**src/rtl/zom_motion_ctrl.sv**
```systemverilog
// zom_motion_ctrl
// ---------------
// Lane controller for a single zombie, clocked by the frame clock. The zombie
// spawns at (startX, startY) and walks left one STEP every STEP_DIV frames.
// While a plant blocks it, it stops and bites every EAT_PERIOD frames. Damage
// strobes reduce its hit points. A lethal hit starts a DIE_FRAMES death
// timer, after which the zombie parks off-screen. If it reaches HOUSE_X it
// stops there and raises the sticky END flag.
//
// Optional feature: macro ZOM_SLOW_EN adds a `slow` input. A pulse on it
// arms a 300-frame slow timer. While the timer runs, the step period and the
// bite period are both doubled.
//
// Ports:
//   frame_clk   in   frame clock; all state changes on its rising edge
//   Reset_n     in   asynchronous active-low reset
//   spawn       in   spawn request, sampled only in IDLE
//   startX/Y    in   spawn coordinates (Y selects the lane)
//   block_valid in   a plant occupies blockX in this lane
//   blockX      in   right edge of the blocking plant
//   hit/damage  in   one-frame damage strobe and its amount
//   slow        in   (ZOM_SLOW_EN only) slow-effect pulse
//   ZomX/ZomY   out  current position
//   hp          out  current hit points
//   state_o     out  0=IDLE 1=WALK 2=EAT 3=DYING 4=REACHED
//   alive       out  high in WALK and EAT
//   eat         out  one-frame bite pulse
//   END         out  sticky: zombie reached the house
module zom_motion_ctrl #(
  parameter int unsigned X_W        = 10,
  parameter int unsigned STEP       = 1,
  parameter int unsigned STEP_DIV   = 2,
  parameter int unsigned HP_W       = 8,
  parameter int unsigned MAX_HP     = 100,
  parameter int unsigned EAT_PERIOD = 30,
  parameter int unsigned DIE_FRAMES = 60,
  parameter int unsigned HOUSE_X    = 0,
  parameter int unsigned PARK_X     = 680
) (
  input  logic            frame_clk,
  input  logic            Reset_n,
  input  logic            spawn,
  input  logic [X_W-1:0]  startX,
  input  logic [X_W-1:0]  startY,
  input  logic            block_valid,
  input  logic [X_W-1:0]  blockX,
  input  logic            hit,
  input  logic [HP_W-1:0] damage,
`ifdef ZOM_SLOW_EN
  input  logic            slow,
`endif
  output logic [X_W-1:0]  ZomX,
  output logic [X_W-1:0]  ZomY,
  output logic [HP_W-1:0] hp,
  output logic [2:0]      state_o,
  output logic            alive,
  output logic            eat,
  output logic            END
);

  // 9 bits holds the doubled periods (up to 2*255-1) used by the slow feature.
  localparam int unsigned CNT_W = 9;
  localparam logic [X_W:0] HOUSE_LIM = (X_W+1)'(HOUSE_X + STEP);
  localparam logic [X_W:0] ONE_W     = (X_W+1)'(1);

  typedef enum logic [2:0] {
    ST_IDLE    = 3'd0,
    ST_WALK    = 3'd1,
    ST_EAT     = 3'd2,
    ST_DYING   = 3'd3,
    ST_REACHED = 3'd4
  } state_t;

  state_t            state_q, state_d;
  logic [X_W-1:0]    zom_x_q, zom_x_d;
  logic [X_W-1:0]    zom_y_q, zom_y_d;
  logic [HP_W-1:0]   hp_q, hp_d;
  logic              eat_q, eat_d;
  logic              end_q, end_d;
  logic [CNT_W-1:0]  step_cnt_q, step_cnt_d;
  logic [CNT_W-1:0]  eat_cnt_q, eat_cnt_d;
  logic [7:0]        die_cnt_q, die_cnt_d;

  logic              step_last;
  logic              eat_last;
  logic              kill;
  logic [HP_W-1:0]   hp_after;
  logic              block_hit;
  logic              at_house;

`ifdef ZOM_SLOW_EN
  logic [8:0]        slow_timer_q, slow_timer_d;
  logic              slowed;

  assign slowed = (slow_timer_q != 9'd0);
  // ">=" rather than "==" so a counter already past the short limit, when the
  // timer expires mid-period, still fires instead of wrapping around.
  assign step_last = step_cnt_q >= (slowed ? CNT_W'(2*STEP_DIV - 1) : CNT_W'(STEP_DIV - 1));
  assign eat_last  = eat_cnt_q  >= (slowed ? CNT_W'(2*EAT_PERIOD - 1) : CNT_W'(EAT_PERIOD - 1));

  always_comb begin
    slow_timer_d = 9'd0;
    if (state_q == ST_WALK || state_q == ST_EAT) begin
      if (slow)
        slow_timer_d = 9'd300;
      else if (slowed)
        slow_timer_d = slow_timer_q - 9'd1;
    end
  end
`else
  assign step_last = (step_cnt_q >= CNT_W'(STEP_DIV - 1));
  assign eat_last  = (eat_cnt_q  >= CNT_W'(EAT_PERIOD - 1));
`endif

  assign kill     = hit && (damage >= hp_q);
  assign hp_after = hit ? (hp_q - damage) : hp_q;
  // Compare one bit wider so blockX+1 at the top of the range cannot wrap.
  assign block_hit = block_valid && ({1'b0, zom_x_q} <= ({1'b0, blockX} + ONE_W));
  // Clamp at the house instead of stepping below it.
  assign at_house  = ({1'b0, zom_x_q} <= HOUSE_LIM);

  always_comb begin
    state_d    = state_q;
    zom_x_d    = zom_x_q;
    zom_y_d    = zom_y_q;
    hp_d       = hp_q;
    eat_d      = 1'b0;
    end_d      = end_q;
    step_cnt_d = step_cnt_q;
    eat_cnt_d  = eat_cnt_q;
    die_cnt_d  = die_cnt_q;

    case (state_q)
      ST_IDLE: begin
        zom_x_d = X_W'(PARK_X);
        if (spawn) begin
          state_d    = ST_WALK;
          zom_x_d    = startX;
          zom_y_d    = startY;
          hp_d       = HP_W'(MAX_HP);
          step_cnt_d = '0;
        end
      end

      ST_WALK: begin
        if (kill) begin
          hp_d      = '0;
          state_d   = ST_DYING;
          die_cnt_d = '0;
        end else begin
          hp_d = hp_after;
          if (block_hit) begin
            state_d   = ST_EAT;
            eat_cnt_d = '0;
          end else if (step_last) begin
            step_cnt_d = '0;
            if (at_house) begin
              zom_x_d = X_W'(HOUSE_X);
              state_d = ST_REACHED;
              end_d   = 1'b1;
            end else begin
              zom_x_d = zom_x_q - X_W'(STEP);
            end
          end else begin
            step_cnt_d = step_cnt_q + CNT_W'(1);
          end
        end
      end

      ST_EAT: begin
        if (kill) begin
          hp_d      = '0;
          state_d   = ST_DYING;
          die_cnt_d = '0;
        end else begin
          hp_d = hp_after;
          if (!block_valid) begin
            state_d    = ST_WALK;
            step_cnt_d = '0;
            eat_cnt_d  = '0;
          end else if (eat_last) begin
            eat_d     = 1'b1;
            eat_cnt_d = '0;
          end else begin
            eat_cnt_d = eat_cnt_q + CNT_W'(1);
          end
        end
      end

      ST_DYING: begin
        if (die_cnt_q == 8'(DIE_FRAMES - 1)) begin
          state_d = ST_IDLE;
          zom_x_d = X_W'(PARK_X);
        end else begin
          die_cnt_d = die_cnt_q + 8'd1;
        end
      end

      ST_REACHED: begin
        zom_x_d = X_W'(HOUSE_X);
        end_d   = 1'b1;
      end

      default: state_d = ST_IDLE;
    endcase
  end

  always_ff @(posedge frame_clk or negedge Reset_n) begin
    if (!Reset_n) begin
      state_q      <= ST_IDLE;
      zom_x_q      <= X_W'(PARK_X);
      zom_y_q      <= '0;
      hp_q         <= '0;
      eat_q        <= 1'b0;
      end_q        <= 1'b0;
      step_cnt_q   <= '0;
      eat_cnt_q    <= '0;
      die_cnt_q    <= '0;
`ifdef ZOM_SLOW_EN
      slow_timer_q <= '0;
`endif
    end else begin
      state_q      <= state_d;
      zom_x_q      <= zom_x_d;
      zom_y_q      <= zom_y_d;
      hp_q         <= hp_d;
      eat_q        <= eat_d;
      end_q        <= end_d;
      step_cnt_q   <= step_cnt_d;
      eat_cnt_q    <= eat_cnt_d;
      die_cnt_q    <= die_cnt_d;
`ifdef ZOM_SLOW_EN
      slow_timer_q <= slow_timer_d;
`endif
    end
  end

  assign ZomX    = zom_x_q;
  assign ZomY    = zom_y_q;
  assign hp      = hp_q;
  assign eat     = eat_q;
  assign END     = end_q;
  assign state_o = state_q;
  assign alive   = (state_q == ST_WALK) || (state_q == ST_EAT);

endmodule

```
**config.mk**
```make
export PLATFORM = sky130hd
export DESIGN_NAME = zom_motion_ctrl
export DESIGN_NICKNAME = d
export VERILOG_FILES = /design/src/rtl/zom_motion_ctrl.sv
export SDC_FILE = /design/constraint.sdc
export NUM_CORES = 1
export LEC_CHECK = 0
export ABC_AREA = 1
export CAP_MARGIN = 10
export CORE_MARGIN = 2
export CORE_UTILIZATION = 48
export DETAILED_ROUTE_END_ITERATION = 7
export HOLD_SLACK_MARGIN = 0.02
export PLACE_DENSITY = 0.78
export SYNTH_ARGS = -nofsm -noshare
export SYNTH_HDL_FRONTEND = slang
export SYNTH_SLANG_ARGS = --single-unit
```
**constraint.sdc**
```tcl
create_clock -name frame_clk -period 2.3 [get_ports frame_clk]
set_clock_uncertainty 0.15 [all_clocks]
set_input_delay 0.46 -clock frame_clk [delete_from_list [all_inputs] [get_ports frame_clk]]
set_output_delay 0.46 -clock frame_clk [all_outputs]
set_load 0.01 [all_outputs]
```
==> flow_summary.ini, run 1 <==
[worst_hold_path]
hold_path.class = register to register

[routing]
drtPass1Iterations = 5
route.vias.total = 4140
wl_per_cell_um = 14.9
drt-initial-drc-count = 328
vias_per_cell = 5.38
wirelength_mm = 11.4
antenna_left = 0
drc = 0

[run_status]
violations = setup timing
status = finished with violations

[cells_and_area]
syn_to_final_growth_pct = 54.4
final-seq-area_um2 = 1480
diodes = 0
filler_cell_count = 548
drive_gt1_frac = 0.354
multi_input_area_um2 = 2650
final_common_cell = nand2_1
final_cell_mix = nand2_1, clkdlybuf4s50_1, buf_4
layout.nets = 729

[synthesis]
yosys_warnings = 0
ys_ff_latch = 59
syn_area_um2 = 3960
avgSynthCellArea_um2 = 7.85
synthArstFlopShare = 1.00
synth_edf_count = 0
synth_ff_type = dfrtp_1
ys_seq_area_frac = 0.374
synth_cell_types = 47
syn-num-nets = 574
netlist_instances = 504

[job]
drv_cap = 0

[global_routing]
track_usage = 0.262
grt_max_degree = 60
grt_pass1_wl_mm = 18.3
antenna_found_initial = 0
grt_pass1_vias = 4054
grt_overflow = 0

[clock_network]
clock-sinks = 59
insertion_delay_ns = 0.35
h-tree-depth = 3
root_buffer = clkbuf_8
clockBufferDepth = 2
clk_pin_slew_ns = 0.08
numCtsBuffers = 9
cts_tree = done

[worst_setup_path]
critical_path_class = input port to register
path_cells = clkdlybuf4s50_1 -> inv_2 -> xor2_1 -> ha_1 -> and3_4 -> nand3_2 -> nand2_2 -> inv_2 -> nand2_4 -> nand3_4 -> inv_4 -> nor2_4 -> buf_12 -> nand3_1 -> nand2_1
crit_path_start_kind = input port
worstPathMaxFanout = 7
cp.required_ns = 2.45
crit_top_cell = inv_2
setup.reg_to_reg.worst_slack_ns = 0.02
end_kind = register
arrival_ns = 2.58
cpMaxStageDelayCell = clkdlybuf4s50_1
path_delay_family = simple AND/OR/NAND/NOR gates
critPathBufInv = 5
slowest_delay_ns = 0.48

[floorplan]
die_w_um = 94.8
start_util = 0.489
io_pins = 77
die_h_um = 94.8
rows = 33
core_um2 = 8090
die-area_um2 = 8990

[timing]
finalHoldViolations = 0
finalMaxSlewViolations = 0
relSlewSlack = 0.655
hold_slack_ns = 0.346
fin_setup_tns_ns = -3.23
setup_viol = 31
fmax_ghz = 0.411
timing.final.crit_share = 1.06
timing.final.ws_setup_ns = -0.131
period_needed_ns = 2.43
worst_slew_pin_slew_ns = 0.515
rsz0062_at_grt = true

[placement]
gp_congestion = 0.953
dp_hpwl_mm = 7.63
io_buffers = 76

[power_and_ir_drop]
p_leak_nw = 2.97
powerDensity_nw_per_um2 = 1170
ir_drop_uv = 580
what timing repair did:
item | 4_1_cts | 5_1_grt
cloned | 2 | 1
endpoints found under the hold margin | 55 | 0
pin swaps | 43 | 49
hold buffers | 1 | 0
setup buffers | 9 | 4
resized for setup | 86 | 62
endpoints found under the setup margin | 47 | 46
Yosys cell counts, types with 4 or more instances:
cell,count,area share
nor3_1,14,0.018
nand2_2,6,0.0095
mux2_2,10,0.028
dfrtp_1,55,0.35
dfstp_2,4,0.027
xor2_1,13,0.029
nor2_2,4,0.0063
nor2_1,32,0.030
a21oi_1,15,0.019
nand3_1,46,0.058
or2_2,5,0.0079
xnor2_1,5,0.011
nand4_1,11,0.017
ha_1,26,0.082
o21ai_0,21,0.027
nand2_1,117,0.11
inv_1,67,0.064
inv_2,10,0.0095
through the flow:
step           setup WS (ns)  instance area (µm²)  total power (W)  std cells   util
5_1_grt               -0.249                 6110          0.00764        769  0.755
3_3_place_gp          -0.947                 5370          0.00521        737  0.663
4_1_cts              -0.0950                 5840          0.00669        765  0.721
3_5_place_dp           -1.10                 5370          0.00534        737  0.663
2_1_floorplan         -0.164                 4050          0.00380        504      -
6_report              -0.131                 6110          0.00714        769  0.755
path summary, 6_finish.rpt:
kind / to / start / cells past startpoint
setup / recovery: ZomX[1] / blockX[9] / 15
hold / removal: step_cnt_q[3] / step_cnt_q[3] / 2
setup reg to reg: state_o[1] / hp[0] / 16
hold reg to reg: step_cnt_q[3] / step_cnt_q[3] / 2
max in group asynchronous: ZomX[3] / Reset_n / 3
min in group asynchronous: die_cnt_q[6] / Reset_n / 3
flip-flops by register name, indices dropped and copies added, names as in the netlist:
name	count
step_cnt_q	9
state_o	3
ZomX	10
eat_cnt_q	9
hp	8
eat	1
END	1
die_cnt_q	8
ZomY	10
logic make-up after synthesis:
| group | Yosys count | share of synthesized area |
|---|---|---|
| simple gates | 251 | 0.299 |
| buf+inv | 81 | 0.0812 |
| flops | 59 | 0.374 |
| compound gates | 58 | 0.0904 |
| fa+ha+maj | 27 | 0.0872 |
| xor+xnor | 18 | 0.0398 |
| mux | 10 | 0.0284 |
layout make-up:
| type | instances | area share |
|---|---|---|
| tap | 105 | 0.0215 |
| clock buffer | 9 | 0.0203 |
| multi-input combinational | 367 | 0.434 |
| clock inverter | 7 | 0.0125 |
| inverter | 77 | 0.0485 |
| sequential | 59 | 0.243 |
| timing repair buffer | 145 | 0.221 |
tightest hold or removal path: cells and delay by family, from the launching register on:
family	cells	cell delay, ns
buffers and inverters	1	0.05
flip-flops	1	0.36
AND/OR/NAND/NOR	1	0.06
report_power, final:
group	switching [W]	internal, W
sequential	0.000257	0.00135
clock	0.000470	0.000505
combinational	0.00251	0.00205
total	0.00324	0.00390
routing by layer:
| layer | wire (µm) | vias up | global-route usage | part of all wire |
|---|---|---|---|---|
| met3 | 717 | 37 | 0.0487 | 0.063 |
| met1 | 4510 | 1964 | 0.320 | 0.39 |
| met5 | 0 | - | 0 | 0 |
| met4 | 316 | 0 | 0.120 | 0.028 |
| li1 | - | 1974 | - | - |
| met2 | 5890 | 165 | 0.449 | 0.52 |
(Power assumes the default switching activity.)
==> inputs of run 2 (changes only) <==
--- a/config.mk
+++ b/config.mk
@@ -10,6 +10,7 @@
 export CORE_MARGIN = 2
 export CORE_UTILIZATION = 48
 export DETAILED_ROUTE_END_ITERATION = 7
+export GPL_TIMING_DRIVEN = 0
 export HOLD_SLACK_MARGIN = 0.02
 export PLACE_DENSITY = 0.78
 export SYNTH_ARGS = -nofsm -noshare
==> flow_summary.ini, run 2 (synthesis gave the netlist of run 1 again) <==
[routing]
antenna_left = 0
drc = 0
route.vias.total = 4121
drtPass1Iterations = 5
drt-initial-drc-count = 322
wl_per_cell_um = 16.0
vias_per_cell = 5.56
wirelength_mm = 11.9

[cells_and_area]
drive_gt1_frac = 0.302
diodes = 0
finalNonFillerCells = 741
postLayoutCoreUtil = 0.724
final_common_cell = nand2_1
final_cell_mix = nand2_1, clkdlybuf4s50_1, inv_1
layout.nets = 701
syn_to_final_growth_pct = 48.0

[clock_network]
h-tree-depth = 3
insertion_delay_ns = 0.35
clk_pin_slew_ns = 0.08
root_buffer = clkbuf_8
clockBufferDepth = 2
numCtsBuffers = 9
cts_tree = done
clock-sinks = 59

[timing]
period_needed_ns = 2.44
relSlewSlack = 0.560
finalHoldViolations = 0
worst_slew_pin_slew_ns = 0.660
finalMaxSlewViolations = 0
fin_setup_tns_ns = -2.52
fmax_ghz = 0.409
timing.final.crit_share = 1.06
timing.final.ws_setup_ns = -0.144
setup_viol = 32
rsz0062_at_grt = true

[power_and_ir_drop]
powerDensity_nw_per_um2 = 1190
ir_drop_uv = 631
p_leak_nw = 2.82

[worst_setup_path]
setup.reg_to_reg.worst_slack_ns = -0.08
r2r-end = state_o[1]
path_cells = buf_8 -> ha_4 -> nand3_4 -> nor2_4 -> nand3_2 -> xor2_1 -> ha_1 -> and3_4 -> nand3_2 -> nand2_1 -> inv_1 -> nand2_2 -> nand3_4 -> inv_4 -> nor2_4 -> buf_6 -> nand3_1 -> nand2_1
worstPathMaxFanout = 5
cp.required_ns = 2.43
crit_path_start_kind = input port
cpMaxStageDelayCell = ha_1
end_kind = register
crit_start = blockX[1]
critical_path_class = input port to register
cp_num_cells = 18
cp-endpoint = ZomX[0]
critPathBufInv = 4
rr_worst_depth = 15
slowest_delay_ns = 0.31
arrival_ns = 2.58
path_delay_family = simple AND/OR/NAND/NOR gates
worstReg2RegStart = hp[0]

[placement]
gp_congestion = 0.950
dp_hpwl_mm = 7.17
io_buffers = 75
dp_cells = 685

[floorplan]
start_util = 0.489
io_pins = 77
rows = 33
die_w_um = 94.8
die_h_um = 94.8
core_um2 = 8090
die-area_um2 = 8990

[job]
drv_cap = 0

[worst_hold_path]
hold_path.class = register to register

[global_routing]
grt_pass1_wl_mm = 17.8
grt_pass1_vias = 3877
grt_overflow = 0
antenna_found_initial = 0
grt_max_degree = 33
track_usage = 0.252

[run_status]
violations = setup timing
status = finished with violations
## run 2: changes by cell type in the layout (fill, tap and decap cells not counted), sizes merged
cell,change
buf,-25
dlymetal6s2s,-2
clkdlybuf4s15,+1
dlygate4sd2,-1
nand2,-1
## run 2: stage by stage
step                cell area [µm²]  total power, W  hold WS (ns)  worst slack (ns)
floorplan                      4050         0.00380        0.0144            -0.164
global placement               4930         0.00482         0.319             -1.30
detailed placement             4950         0.00494         0.319             -1.07
CTS                            5530         0.00638         0.339           -0.0545
global route                   5860         0.00743         0.360            -0.299
finish                         5860         0.00700         0.336            -0.144
## run 2: worst min-delay path: cells and delay by family (launching register included)
kind / cells / cell delay [ns]
AND/OR/NAND/NOR: 1 / 0.07
buffers and inverters: 1 / 0.05
flip-flops: 1 / 0.33
## run 2: layout make-up
class                           instances  area (µm²)
Multi-Input combinational cell        366        2610
Fill cell                             586        2230
Sequential cell                        59        1490
Timing Repair Buffer                  114        1100
Inverter                               77         302
Tap cell                              105         131
Clock buffer                            9         124
Clock inverter                          7        76.3
Buffer                                  4        32.5
## run 2: report_power, final
group	switching [W]	total [W]	leakage [nW]	internal, W
Clock	0.000462	0.000967	0.0958	0.000505
Combinational	0.00240	0.00433	1.97	0.00193
Sequential	0.000342	0.00170	0.752	0.00135
Total	0.00320	0.00700	2.82	0.00379
## run 2: worst min path at each step
stage,start,to,slack (ns),cells past startpoint
6_report,eat_cnt_q[7],eat_cnt_q[7],0.34,2
2_1_floorplan,Reset_n,END,0.01,0
3_5_place_dp,step_cnt_q[6],step_cnt_q[6],0.32,2
5_1_grt,ZomX[5],ZomX[5],0.36,2
3_3_place_gp,step_cnt_q[6],step_cnt_q[6],0.32,2
4_1_cts,ZomX[5],ZomX[5],0.34,2
## run 2: timing repair
action / 4_1_cts / 5_1_grt
hold buffers: 1 / 0
gates cloned: 4 / 0
resized for setup: 95 / 51
pin swaps: 35 / 21
setup buffers: 18 / 17
hold endpoints to repair: 27 / 0
endpoints found under the setup margin: 44 / 46
## run 2: layer usage
metal / global-route usage / wire length [µm] / share of wire
met5: 0 / 0 / 0
met4: 0.0990 / 479 / 0.040
met3: 0.0559 / 775 / 0.065
met2: 0.427 / 5910 / 0.50
met1: 0.313 / 4690 / 0.40
==> inputs of run 3 (changes only) <==
--- a/config.mk
+++ b/config.mk
@@ -10,7 +10,6 @@
 export CORE_MARGIN = 2
 export CORE_UTILIZATION = 48
 export DETAILED_ROUTE_END_ITERATION = 7
-export GPL_TIMING_DRIVEN = 0
 export HOLD_SLACK_MARGIN = 0.02
 export PLACE_DENSITY = 0.78
 export SYNTH_ARGS = -nofsm -noshare
==> results of run 3 <==
Same layout as run 1: the final DEF is identical, and so are final timing and power.
